==> src/rtl/rom_loader_sram_writer.sv <==
`default_nettype none
// ============================================================================
// Module : rom_loader_sram_writer
// Brief  : Accepts 16-bit instruction words from a ROM loader handshake and
//          writes each one into a quad-SPI serial SRAM. After reset the SRAM
//          is switched into quad mode with a single-wire 0x38 command.
// Rev    : 1.0  initial release
// ============================================================================
module rom_loader_sram_writer #(
  parameter int          ROM_ADDRESS_WIDTH = 16,
  parameter logic [23:0] BASE_ADDRESS      = 24'h000000
) (
  input  logic                         clk,
  input  logic                         reset_n,
  input  logic                         rom_loader_load,
  input  logic                         rom_loader_sck,
  input  logic [15:0]                  rom_loader_data,
  output logic                         rom_loader_ack,
  output logic                         busy,
  output logic [ROM_ADDRESS_WIDTH-1:0] word_count,
  output logic                         rom_cs_n,
  output logic                         rom_sck,
  output logic                         rom_sio_oe,
  output logic                         rom_sio0_o,
  output logic                         rom_sio1_o,
  output logic                         rom_sio2_o,
  output logic                         rom_sio3_o,
  input  logic                         rom_sio0_i,
  input  logic                         rom_sio1_i,
  input  logic                         rom_sio2_i,
  input  logic                         rom_sio3_i
);

  localparam logic [2:0] S_INIT = 3'd0;
  localparam logic [2:0] S_IDLE = 3'd1;
  localparam logic [2:0] S_CMD  = 3'd2;
  localparam logic [2:0] S_ADDR = 3'd3;
  localparam logic [2:0] S_DATA = 3'd4;
  localparam logic [2:0] S_GAP  = 3'd5;
  localparam logic [2:0] S_ACK  = 3'd6;

  localparam logic [7:0] QUAD_ENTER_CMD = 8'h38;
  localparam logic [7:0] QUAD_WRITE_CMD = 8'h02;

  // INIT timeline: count 0 is a cs_n-high settle cycle right after reset,
  // counts 1..16 carry the 8 command bits, count 17 is the trailing gap.
  localparam logic [4:0] INIT_LAST = 5'd17;
  // Frame timeline: one counter spans CMD (0..3), ADDR (4..15), DATA (16..23).
  localparam logic [4:0] CMD_LAST  = 5'd3;
  localparam logic [4:0] ADDR_LAST = 5'd15;
  localparam logic [4:0] DATA_LAST = 5'd23;

  logic [2:0]                   state_q, state_d;
  logic [4:0]                   cnt_q, cnt_d;
  logic [47:0]                  frame_q, frame_d;
  logic [ROM_ADDRESS_WIDTH-1:0] word_count_q, word_count_d;
  logic                         sck_q;

  logic                         sck_rise;
  logic [23:0]                  wc24;
  logic [23:0]                  byte_addr;
  logic [3:0]                   init_phase;
  logic [5:0]                   nib_msb;
  logic [3:0]                   nibble;
  logic                         unused_sio_in;

  // SIO inputs exist only for pin compatibility with the SRAM footprint.
  assign unused_sio_in = &{rom_sio0_i, rom_sio1_i, rom_sio2_i, rom_sio3_i};

  // Word index extended or truncated to the 24-bit SRAM address space.
  generate
    if (ROM_ADDRESS_WIDTH >= 24) begin : g_wc_trunc
      assign wc24 = word_count_q[23:0];
    end else begin : g_wc_ext
      assign wc24 = {{(24-ROM_ADDRESS_WIDTH){1'b0}}, word_count_q};
    end
  endgenerate

  // Byte address wraps naturally modulo 2^24.
  assign byte_addr  = BASE_ADDRESS + {wc24[22:0], 1'b0};
  assign sck_rise   = rom_loader_sck & ~sck_q;
  assign init_phase = cnt_q[3:0] - 4'd1;
  assign nib_msb    = 6'd47 - {cnt_q[4:1], 2'b00};
  assign nibble     = frame_q[nib_msb -: 4];
  assign word_count = word_count_q;

  // State, counters, captured frame and loader-strobe history.
  always_ff @(posedge clk or negedge reset_n) begin
    if (!reset_n) begin
      state_q      <= S_INIT;
      cnt_q        <= 5'd0;
      frame_q      <= 48'd0;
      word_count_q <= '0;
      sck_q        <= 1'b0;
    end else begin
      state_q      <= state_d;
      cnt_q        <= cnt_d;
      frame_q      <= frame_d;
      word_count_q <= word_count_d;
      sck_q        <= rom_loader_sck;
    end
  end

  // Sequencing: edges are only honoured in IDLE, so anything offered while
  // busy is consumed by the edge register and never queued.
  always_comb begin
    state_d      = state_q;
    cnt_d        = cnt_q;
    frame_d      = frame_q;
    word_count_d = word_count_q;
    case (state_q)
      S_INIT: begin
        if (cnt_q == INIT_LAST) begin
          state_d = S_IDLE;
          cnt_d   = 5'd0;
        end else begin
          cnt_d = cnt_q + 5'd1;
        end
      end
      S_IDLE: begin
        if (!rom_loader_load) begin
          word_count_d = '0;
        end else if (sck_rise) begin
          frame_d = {QUAD_WRITE_CMD, byte_addr, rom_loader_data};
          state_d = S_CMD;
          cnt_d   = 5'd0;
        end
      end
      S_CMD: begin
        cnt_d = cnt_q + 5'd1;
        if (cnt_q == CMD_LAST) state_d = S_ADDR;
      end
      S_ADDR: begin
        cnt_d = cnt_q + 5'd1;
        if (cnt_q == ADDR_LAST) state_d = S_DATA;
      end
      S_DATA: begin
        if (cnt_q == DATA_LAST) begin
          state_d = S_GAP;
          cnt_d   = 5'd0;
        end else begin
          cnt_d = cnt_q + 5'd1;
        end
      end
      S_GAP: begin
        state_d = S_ACK;
      end
      S_ACK: begin
        word_count_d = word_count_q + ROM_ADDRESS_WIDTH'(1);
        state_d      = S_IDLE;
      end
      default: begin
        state_d = S_INIT;
        cnt_d   = 5'd0;
      end
    endcase
  end

  // Pin drive decoded from state; sck is high on the odd cycle of each bit
  // or nibble so data is always stable before the rising serial clock.
  always_comb begin
    rom_cs_n       = 1'b1;
    rom_sck        = 1'b0;
    rom_sio_oe     = 1'b0;
    rom_sio0_o     = 1'b0;
    rom_sio1_o     = 1'b0;
    rom_sio2_o     = 1'b0;
    rom_sio3_o     = 1'b0;
    rom_loader_ack = 1'b0;
    busy           = 1'b1;
    case (state_q)
      S_INIT: begin
        if ((cnt_q != 5'd0) && (cnt_q != INIT_LAST)) begin
          rom_cs_n   = 1'b0;
          rom_sio_oe = 1'b1;
          rom_sck    = init_phase[0];
          rom_sio0_o = QUAD_ENTER_CMD[3'd7 - init_phase[3:1]];
        end
      end
      S_CMD, S_ADDR, S_DATA: begin
        rom_cs_n   = 1'b0;
        rom_sio_oe = 1'b1;
        rom_sck    = cnt_q[0];
        {rom_sio3_o, rom_sio2_o, rom_sio1_o, rom_sio0_o} = nibble;
      end
      S_IDLE: begin
        busy = 1'b0;
      end
      S_ACK: begin
        busy           = 1'b0;
        rom_loader_ack = 1'b1;
      end
      default: begin
        busy = 1'b1;
      end
    endcase
  end

endmodule
`default_nettype wire

==> config.mk <==
export PLATFORM = sky130hd
export DESIGN_NAME = rom_loader_sram_writer
export DESIGN_NICKNAME = d
export VERILOG_FILES = /design/src/rtl/rom_loader_sram_writer.sv
export SDC_FILE = /design/constraint.sdc
export NUM_CORES = 1
export LEC_CHECK = 0
export BUFFER_PORTS_ARGS = -buffer_cell sky130_fd_sc_hd__buf_2
export CORE_MARGIN = 5
export CORE_UTILIZATION = 26
export CTS_BUF_LIST = sky130_fd_sc_hd__clkbuf_16
export DETAILED_ROUTE_END_ITERATION = 8
export PLACE_DENSITY_LB_ADDON = 0.15
export SYNTH_ARGS = -nofsm -noshare
export SYNTH_HDL_FRONTEND = slang
export SYNTH_SLANG_ARGS = --single-unit
==> constraint.sdc <==
create_clock -name clk -period 4.05 [get_ports clk]
set_clock_uncertainty 0.1 [all_clocks]
set_input_delay 0.2025 -clock clk [delete_from_list [all_inputs] [get_ports clk]]
set_output_delay 0.2025 -clock clk [all_outputs]
set_load 0.01 [all_outputs]
## Yosys cells after proc, flatten, opt, wreduce, memory -nomap -nowiden

Memory sizes are Yosys's and may differ from the RTL's.
Cells that the tools add are included.

- Bits in latches: 0
- Memory bits (read-only): 8
- Bits of input ports: 24
- Memories kept: 1
- RAM bits: 0
- Output and inout port bits: 25
- Register bits: 58

Memory list:

| name | depth | width | rd ports | clocked after Yosys merged registers in | write ports | line | RTL |
|---|---|---|---|---|---|---|---|
| (name not given) | 8 | 1 | 1 | 0 | 0 | 177 | `rom_sio0_o = QUAD_ENTER_CMD[3'd7 - init_phase[3:1]];` |

- Equal/unequal tests: 18
- Shift-type cells: 1
- $mul: 0
- Order comparisons: 1
- $add $sub $neg: 5
- Reduce and logical (&&, ||, !) cells: 12
- Divide/modulo/power cells: 0
- Muxes and demuxes: 28
- Bitwise gates (word level): 3

Operators with widths:

| cell | count |
|---|---|
| $shiftx 51x7->4 | 1 |
| $pmux 16 s2 | 1 |
| $pmux 5 s5 | 1 |
| $pmux 3 s7 | 1 |
| $mux 5 | 4 |
| $mux 3 | 6 |
| $add 16x1->16 const B | 1 |
| $mux 16 | 1 |
| $ne 2x2->1 const B | 7 |
| $eq 5x5->1 const B | 2 |
| $mux 1 | 10 |
| $eq 3x3->1 const B | 3 |
| $pmux 1 s2 | 4 |
| $eq 3x2->1 const B | 2 |
| $reduce_and 3->1 | 2 |
| $reduce_and 6->1 | 1 |
| $reduce_or 2->1 | 3 |
| $sub 6x6->6 const A | 1 |
| $add 5x1->5 const B | 1 |
| $eq 5x2->1 const B | 1 |
| $eq 5x4->1 const B | 1 |
| $ne 5x5->1 const B | 1 |
| $reduce_bool 5->1 | 1 |
| $lt 3x4->1 const B | 1 |
| other kinds (10) | 11 |

## Longest topological paths before layout

Gate-level depths: netlist of the first run.

- Depth in word-level cells: 6
- Mapped depth: 9
- Mapped depth without buffers: 7

## Least setup slack after synthesis of the first run

OpenSTA, ideal clock, no wires.

- Kind: register to output
- Start point: register cnt_q[1]
- End point: output rom_sio0_o
- Slack: 1.583 ns
- Arrival: 2.164 ns
- Stages on the path, launching flop included: 10
- Path through: dfrtp_1 clkbuf_1 clkbuf_1 inv_1 ha_1 nor2b_1 a22o_1 a22o_1 o21ai_0 o21ai_0

- Word-level cells in the longest chain between the ends: 6
- Elaborated cells between the ends (all ways): 11
- Those cells by class: add/sub: 3; eq/ne: 1; shift: 1; mux: 3; reduce/logical: 2; memory: 1

Ends and longest elaborated chain:

| element | line | RTL |
|---|---|---|
| start: declaration | 54 | `logic [4:0] cnt_q, cnt_d;` |
| start signal: assignment | 97 | `cnt_q <= cnt_d;` |
| $sub 4x1->4 | 82 | `assign init_phase = cnt_q[3:0] - 4'd1;` |
| $sub 3x3->3 | 177 |  |
| $mem_v2 8x1 | -- |  |
| $mux 1 (not written as such) | 177 |  |
| $mux 1 | 173 | `if ((cnt_q != 5'd0) && (cnt_q != INIT_LAST)) begin` |
| $pmux 1 s2 (*) | 171 | `case (state_q)` |
| end: declaration | 24 | `output logic rom_sio0_o,` |

Every way passes the cells marked *; elsewhere a longest branch is shown, timed or not. The select of a mux whose other input is x is not followed.

## Worst setup path in the final report of the first run

Ends and elaborated chain as after synthesis.

==> impl_metrics.py, run 1 <==
metrics = {
    "status": {
        "outcome": "completed",
    },
    "clock_network": {
        "root_buffer": "clkbuf_16",
        "clk_latency_ns": 0.33,
        "cts_made_buffers": 9,
        "clock_path_buffers": 2,
        "path_clk_slew_ns": 0.06,
        "clock_sink_count": 58,
        "tritoncts": "built",
        "htree_levels": 3,
    },
    "yosys": {
        "ys_types": 46,
        "synth_edf_count": 0,
        "synth_adder_area_share_pct": 2.06,
        "avgSynthCellArea_um2": 10.8,
        "synth_top_family_by_area": "multiplexers",
        "synth.most_common_cell": "dfrtp_1",
        "yosys_most_used_dff": "dfrtp_1",
        "post_synth_inst_count": 280,
        "synthesis.area_um2": 3030,
        "yosysTopAreaCell": "dfrtp_1",
        "ys_ff_latch": 58,
        "synth_simple_gate_area_share_pct": 14.8,
        "synth.top_cells.by_area": "dfrtp_1, mux2_2, mux4_2",
        "synth_seq_area_share_pct": 47.9,
        "synth_nets": 309,
        "synth_warnings": 0,
        "synthTopCellsByCount": "dfrtp_1, mux2_2, o21ai_0",
        "post_synth_mux_area_share_pct": 19.0,
        "synthArstFlopShare_pct": 100,
        "synth-xor-area-share_pct": 0.289,
        "synth_top_cell_area_share_pct": 47.9,
        "synth-compound-area-share_pct": 12.2,
    },
    "setup_path": {
        "crit_family": "flip-flops",
        "crit_buf_inv": 2,
        "cp-startpoint": "cnt_q[1]",
        "crit_path_max_incr_delay_ns": 0.79,
        "worst_ep_required_time_ns": 3.75,
        "regToRegSetupSlack_ns": 1.59,
        "crit_path_end_kind": "output port",
        "regToRegStartpoint": "cnt_q[1]",
        "path_class": "reg -> out",
        "startpoint_type": "register",
        "path_max_fanout": 15,
        "crit_chain": "inv_1 > ha_1 > nor2b_1 > a22o_1 > a22o_1 > o21ai_0 > o21ai_0 > buf_2",
        "cp_data_arrival_time_ns": 2.56,
        "slowest_stage": "dfrtp_1",
    },
    "min_path": {
        "min_path_type": "in -> reg",
        "min_from": "rom_loader_data[9]",
    },
    "finish": {
        "syn2layout_area_growth_pct": 24.0,
        "drive_gt1_share_pct": 31.0,
        "final_core_util_pct": 32.9,
        "diodes": 0,
        "final_cell_area_um2": 3760,
        "layout.nets": 359,
    },
    "global_route": {
        "grt_max_degree": 41,
        "grt_pass1_wl_um": 12900,
        "grt_use_total_pct": 11.4,
        "grt_pass1_vias": 2350,
        "overflow": 0,
        "antenna_found_initial": 0,
    },
    "placed_design": {
        "place_hpwl_um": 5260,
        "io_buffer_count": 44,
        "gp_congestion": 0.697,
        "place_area_um2": 3380,
    },
    "timing": {
        "timing.setup.tns_ns": 0,
        "fmax_mhz": 349,
        "period_needed_ns": 2.86,
        "holdWs_ns": 0.00748,
        "slew_violations": 0,
        "tightest_slew_ns": 0.949,
        "rsz0062_at_grt": "false",
        "post-route-period-util_pct": 70.7,
        "relSlewSlack_pct": 36.8,
        "hold_viol_final": 0,
        "setup_viol": 0,
    },
    "die": {
        "ioPinCount": 49,
        "die_h_um": 118,
        "rows": 39,
        "die_x_um": 118,
        "die-area_um2": 13900,
        "core-area_um2": 11400,
        "start_util_pct": 26.6,
    },
    "power": {
        "p_total_mw": 2.46,
        "ir_drop_uv": 252,
        "power_density_nw_per_um2": 654,
        "p_leak_nw": 1.74,
    },
    "detailed_routing": {
        "initialDrtViolationCount": 71,
        "firstDrtPassIters": 4,
        "routed_wl_um": 7620,
        "wire_per_inst_um": 15.9,
        "drc": 0,
        "drtAntennaViolNets": 0,
        "vias": 2333,
        "via_per_inst": 4.88,
    },
    "flow_run": {
        "cap_viol_max_count": 0,
    },
}
[sequential cells by signal (all words and copies together), names as in the netlist]
register    count
frame_q        33
sck_q           1
cnt_q           5
word_count     16
state_q         3
[cell type report]
type                       count  area [um2]
fill                        1208        7660
multi-input combinational    195        1470
sequential                    58        1450
timing repair buffer          54         315
clock buffer                   9         225
tap                          143         179
clock inverter                 7        78.8
inverter                      12        45.0
[routing by layer]
metal  part of all wire (%)  GRT usage [%]  vias up  wire length [um]
li1                       -              -     1135                 -
met3                    3.7           2.31       10               279
met1                     50           16.6     1141              3780
met2                     45           16.4       47              3410
met4                    1.9           4.73        0               142
met5                      0              0        -                 0
[repair_timing]
action / CTS / global route
setup buffers: 0 / 0
gates resized for setup: 0 / 0
hold buffers: 8 / 0
hold endpoints to repair: 46 / 0
[stage by stage]
stage               instances  setup slack, ns
finish                    478             1.19
global route              478            0.879
CTS                       478             1.13
detailed placement        454             1.49
global placement          454             1.49
floorplan                 280             1.58
[power breakdown]
group / switching [mW] / leakage, nW / internal (mW)
clock: 0.289 / 0.138 / 0.480
combinational: 0.337 / 0.841 / 0.402
sequential: 0.207 / 0.763 / 0.746
total: 0.833 / 1.74 / 1.63
[cells by family (layout without fill, tap and decap cells)]
kind of cell	count (synthesis)	after routing
flops	58	58
mux	45	45
buf+inv	27	82
xor+xnor	1	1
compound gates	60	60
fa+ha+maj	5	5
simple gates	84	84
[worst paths after layout]
kind / to / depth (start not counted)
worst max-delay path: rom_sio0_o / 8
worst min-delay path: frame_q[9] / 2
worst max register to register: cnt_q[3] / 7
worst min register to register: frame_q[41] / 1
max in group asynchronous: frame_q[27] / 3
min in group asynchronous: frame_q[10] / 2
[worst register-to-register path, stage by stage, from the launching register on]
cell	delay, ns
dfrtp_1	0.63
inv_1	0.21
ha_1	0.18
nor4bb_1	0.36
o21bai_1	0.10
a22oi_1	0.45
o21ai_1	0.15
o2bb2ai_1	0.14
[layout by cell type (no fill, tap or decap), types with 3 or more instances in the layout]
master,synthesis,routed
clkinvlp_4,0,3
nand2_1,17,17
inv_1,10,10
a22o_1,4,4
nor4_1,4,4
nor2b_1,6,6
nand4_1,3,3
mux2_2,31,31
a22oi_1,4,4
mux4_2,7,7
o21ai_0,24,24
o31ai_1,6,6
buf_2,5,44
mux2i_1,7,7
a31oi_1,3,3
nand3_1,12,12
a21oi_1,7,7
and3_1,3,3
nand4b_1,3,3
nor2_1,21,21
dfrtp_1,58,58
o21ai_1,3,3
dlygate4sd3_1,0,8
clkbuf_16,0,9
ha_1,5,5
nor3_1,4,4
(Power assumes the default switching activity.)
==> inputs of run 2 (changes only) <==
==> constraint.sdc (replaced) <==
create_clock -name clk -period 2.8 [get_ports clk]
set_clock_uncertainty 0.1 [all_clocks]
set_input_delay 0.14 -clock clk [delete_from_list [all_inputs] [get_ports clk]]
set_output_delay 0.14 -clock clk [all_outputs]
set_load 0.01 [all_outputs]
==> impl_metrics.py, run 2 (synthesis gave the netlist of run 1 again) <==
metrics = {
    "detailed_routing": {
        "firstDrtPassIters": 4,
        "initialDrtViolationCount": 57,
        "vias": 2401,
        "drtAntennaViolNets": 0,
        "routed_wl_um": 7760,
        "via_per_inst": 4.88,
        "wire_per_inst_um": 15.8,
        "drc": 0,
    },
    "timing": {
        "slew_violations": 0,
        "post-route-period-util_pct": 86.9,
        "rsz0062_at_grt": "false",
        "setup_viol": 0,
        "period_needed_ns": 2.43,
        "fmax_mhz": 411,
        "relSlewSlack_pct": 26.4,
        "fin_ws_ns": 0.368,
        "hold_viol_final": 0,
        "timing.setup.tns_ns": 0,
        "tightest_slew_ns": 1.10,
    },
    "setup_path": {
        "startpoint_type": "register",
        "worst_ep_required_time_ns": 2.56,
        "cp_data_arrival_time_ns": 2.19,
        "path_class": "reg -> out",
        "path_max_fanout": 6,
        "regToRegSetupSlack_ns": 0.60,
        "crit_path_end_kind": "output port",
    },
    "power": {
        "pwr-share-seq_pct": 35.3,
        "ir_drop_uv": 278,
        "p_total_mw": 3.72,
        "p_comb_share_pct": 31.5,
        "p_switching_mw": 1.17,
        "power_density_nw_per_um2": 949,
        "pwr-share-clk_pct": 33.3,
        "sw_frac_of_total_pct": 31.5,
        "intPower_mw": 2.55,
        "p_leak_nw": 1.83,
    },
    "clock_network": {
        "cts_repair_resize_count": 0,
        "clock_path_buffers": 2,
        "htree_levels": 3,
        "root_buffer": "clkbuf_16",
        "path_clk_slew_ns": 0.05,
        "tritoncts": "built",
        "cts_made_buffers": 9,
        "clk_latency_ns": 0.32,
        "clock_sink_count": 58,
        "cts_setup_buffers": 0,
    },
    "status": {
        "outcome": "completed",
    },
    "finish": {
        "layout.nets": 374,
        "final_cell_area_um2": 3930,
        "fillers": 1200,
        "syn2layout_area_growth_pct": 29.5,
        "largest_register": "frame_q",
        "final_core_util_pct": 34.4,
        "diodes": 0,
        "largest_register_ffs": 33,
        "most-common-layout-cells": "dfrtp_1, buf_2, mux2_2",
        "final_common_cell": "dfrtp_1",
        "drive_gt1_share_pct": 30.7,
    },
    "die": {
        "ioPinCount": 49,
        "rows": 39,
        "die_x_um": 118,
        "die-area_um2": 13900,
        "die_h_um": 118,
        "core-area_um2": 11400,
        "start_util_pct": 26.6,
    },
    "placed_design": {
        "place_hpwl_um": 5410,
        "io_buffer_count": 44,
        "place_area_um2": 3410,
        "gp_congestion": 0.753,
        "place_worst_setup_slack_ns": 0.588,
    },
    "global_route": {
        "grt_pass1_vias": 2513,
        "grt_pass1_wl_um": 13100,
        "overflow": 0,
        "grt_use_total_pct": 11.8,
        "grt_max_degree": 47,
        "antenna_found_initial": 0,
    },
    "min_path": {
        "min_path_type": "in -> reg",
    },
    "flow_run": {
        "cap_viol_max_count": 0,
    },
}
==> run 2: power groups by stage <==
| stage | combinational (mW) | sequential, mW | clock [mW] |
|---|---|---|---|
| 2_1_floorplan | 0.967 | 1.20 | 0 |
| 3_3_place_gp | 1.16 | 1.32 | 0 |
| 3_5_place_dp | 1.17 | 1.33 | 0 |
| 4_1_cts | 1.19 | 1.32 | 1.27 |
| 5_1_grt | 1.31 | 1.36 | 1.32 |
| 6_report | 1.17 | 1.31 | 1.24 |
==> run 2: final timing paths <==
| kind | to | depth (start not counted) | startpoint |
|---|---|---|---|
| max | rom_sio0_o | 8 | cnt_q[0] |
| min | word_count[10] | 4 | rom_loader_load |
| max reg2reg | word_count[11] | 5 | state_q[0] |
| min reg2reg | frame_q[41] | 1 | frame_q[41] |
| max in group asynchronous | word_count[6] | 3 | reset_n |
| min in group asynchronous | cnt_q[1] | 2 | reset_n |
==> run 2: final cells by class <==
class	instances	area, um2	area share (%)
sequential	58	1450	37.0
clock buffer	9	225	5.74
clock inverter	6	106	2.71
inverter	12	45.0	1.15
tap	143	179	4.56
timing repair buffer	69	453	11.5
multi-input combinational	195	1470	37.3
==> run 2: critical path, stage by stage, from the launching register on <==
cell and delay [ns]:
dfrtp_1 0.45, inv_1 0.14, ha_1 0.34, nor2b_1 0.15, a22o_1 0.19, a22o_1 0.21
o21ai_0 0.13, o21ai_0 0.10, buf_2 0.16
==> run 2: per-layer routing <==
| metal | track usage, % | vias up | routed length (um) |
|---|---|---|---|
| met5 | 0 | - | 0 |
| met4 | 5.73 | 0 | 133 |
| met3 | 2.74 | 9 | 207 |
| met2 | 17.9 | 35 | 3620 |
| met1 | 15.7 | 1198 | 3810 |
| li1 | - | 1159 | - |
==> run 2: stage by stage <==
stage                     cells  hold WS, ns
after CTS                   492        0.352
after global placement      459        0.170
final                       492        0.361
after global routing        492        0.387
after detailed placement    459        0.173
after floorplan             280       -0.256
==> run 2: timing repair <==
action,CTS,global route
setup endpoints to repair,0,0
hold buffers,18,0
hold endpoints to repair,61,0
==> inputs of run 3 (changes only) <==
--- a/config.mk
+++ b/config.mk
@@ -5,7 +5,7 @@
 export SDC_FILE = /design/constraint.sdc
 export NUM_CORES = 1
 export LEC_CHECK = 0
-export BUFFER_PORTS_ARGS = -buffer_cell sky130_fd_sc_hd__buf_2
+export BUFFER_PORTS_ARGS = -buffer_cell sky130_fd_sc_hd__buf_4
 export CORE_MARGIN = 5
 export CORE_UTILIZATION = 26
 export CTS_BUF_LIST = sky130_fd_sc_hd__clkbuf_16
==> constraint.sdc (replaced) <==
create_clock -name clk -period 2.8 [get_ports clk]
set_clock_uncertainty 0.1 [all_clocks]
set_input_delay 0.14 -clock clk [delete_from_list [all_inputs] [get_ports clk]]
set_output_delay 0.14 -clock clk [all_outputs]
set_load 0.1 [all_outputs]
==> impl_metrics.py, run 3 (synthesis gave the netlist of run 1 again) <==
metrics = {
    "clock_network": {
        "clk_latency_ns": 0.32,
        "cts_made_buffers": 9,
        "cts_repair_resize_count": 0,
        "path_clk_slew_ns": 0.05,
        "htree_levels": 3,
        "clock_sink_count": 58,
        "root_buffer": "clkbuf_16",
        "tritoncts": "built",
        "clock_path_buffers": 2,
        "cts_setup_buffers": 0,
    },
    "timing": {
        "timing.setup.tns_ns": 0,
        "period_needed_ns": 2.56,
        "setup_viol": 0,
        "fmax_mhz": 391,
        "post-route-period-util_pct": 91.5,
        "rsz0062_at_grt": "false",
        "tightest_slew_ns": 0.766,
        "hold_viol_final": 0,
        "relSlewSlack_pct": 48.9,
        "slew_violations": 0,
    },
    "setup_path": {
        "path_class": "reg -> out",
        "crit_path_max_incr_delay_ns": 0.45,
        "crit_path_end_kind": "output port",
        "worst_ep_required_time_ns": 2.56,
        "crit_chain": "inv_1 > ha_1 > nor2b_1 > a22o_1 > a22o_1 > o21ai_0 > o21ai_2 > buf_4",
        "worstRegToRegCells": 5,
        "cp_data_arrival_time_ns": 2.32,
        "regToRegStartpoint": "state_q[1]",
        "regToRegSetupSlack_ns": 0.58,
        "path_max_fanout": 6,
        "slowest_stage": "dfrtp_1",
        "crit_top_cell": "a22o_1",
        "r2r-end": "word_count[15]",
        "startpoint_type": "register",
    },
    "finish": {
        "regArea_um2": 1450,
        "syn2layout_area_growth_pct": 31.4,
        "layout.nets": 372,
        "largest_register_ffs": 33,
        "largest_register": "frame_q",
        "final_cell_area_um2": 3980,
        "drive_gt1_share_pct": 30.5,
        "final_core_util_pct": 34.9,
        "final_common_cell": "dfrtp_1",
        "fillers": 1187,
        "diodes": 0,
        "multiInputGateArea_um2": 1480,
        "most-common-layout-cells": "dfrtp_1, buf_4, mux2_2",
    },
    "die": {
        "die_h_um": 118,
        "die-area_um2": 13900,
        "start_util_pct": 26.6,
        "die_x_um": 118,
        "rows": 39,
        "ioPinCount": 49,
        "core-area_um2": 11400,
    },
    "global_route": {
        "grt_pass1_vias": 2350,
        "grt_max_degree": 59,
        "grt_pass1_wl_um": 13000,
        "antenna_found_initial": 0,
        "overflow": 0,
        "grt_use_total_pct": 11.6,
    },
    "detailed_routing": {
        "routed_wl_um": 7750,
        "vias": 2391,
        "firstDrtPassIters": 4,
        "initialDrtViolationCount": 85,
        "drtAntennaViolNets": 0,
        "via_per_inst": 4.88,
        "wire_per_inst_um": 15.8,
        "drc": 0,
    },
    "placed_design": {
        "io_buffer_count": 44,
        "place_area_um2": 3530,
        "place_hpwl_um": 5280,
        "gp_congestion": 0.764,
    },
    "power": {
        "ir_drop_uv": 464,
        "p_leak_nw": 1.82,
        "power_density_nw_per_um2": 1020,
    },
    "flow_run": {
        "cap_viol_max_count": 0,
    },
    "min_path": {
        "min_to": "word_count[3]",
        "min_path_type": "in -> reg",
        "min_from": "rom_loader_load",
        "hold_depth": 5,
    },
    "status": {
        "outcome": "completed",
    },
}
-- run 3: timing repair --
action | CTS | global route
hold buffers | 18 | 0
endpoints found under the setup margin | 0 | 0
endpoints found under the hold margin | 75 | 0
-- run 3: layer usage --
metal	global-route usage [%]	vias to the layer above	share of wire [%]
met3	2.84	9	4.9
met1	17.2	1180	49
met5	0	-	0
met2	16.3	44	45
li1	-	1158	-
met4	3.73	0	1.3
-- run 3: cell type report --
cell class | count | share of cell area [%]
multi-input combinational | 195 | 37.3
sequential | 58 | 36.4
timing repair buffer | 67 | 13.8
clock buffer | 9 | 5.66
tap | 143 | 4.49
clock inverter | 6 | 1.26
inverter | 12 | 1.13
-- run 3: critical path, delay by kind of cell (launching register included) --
family | cells | cell delay, ns
simple gates | 1 | 0.16
compound gates | 4 | 0.67
flops | 1 | 0.45
fa+ha+maj | 1 | 0.34
buf+inv | 2 | 0.39
-- run 3: per-stage QoR --
step                instances  hold WS, ns  total power [mW]  worst slack (ns)
floorplan                 280       -0.256              2.67            -0.163
global placement          457        0.166              3.03             0.572
detailed placement        457        0.167              3.05             0.564
CTS                       490        0.279              4.13             0.210
global route              490        0.320              4.33            0.0378
finish                    490        0.275              4.07             0.239
-- run 3: how the worst max path moves through the flow --
stage	startpoint	cells past startpoint	endpoint	slack, ns
final	cnt_q[0]	8	rom_sio0_o	0.24
after floorplan	cnt_q[1]	9	rom_sio0_o	-0.16
after global placement	state_q[1]	5	word_count[15]	0.57
after detailed placement	state_q[1]	5	word_count[15]	0.56
after CTS	cnt_q[0]	8	rom_sio0_o	0.21
after global routing	cnt_q[0]	8	rom_sio0_o	0.04
-- run 3: where the power goes --
group	total, mW	internal (mW)	switching, mW
registers	1.32	1.08	0.242
clock network	1.03	0.668	0.366
logic	1.71	0.671	1.04
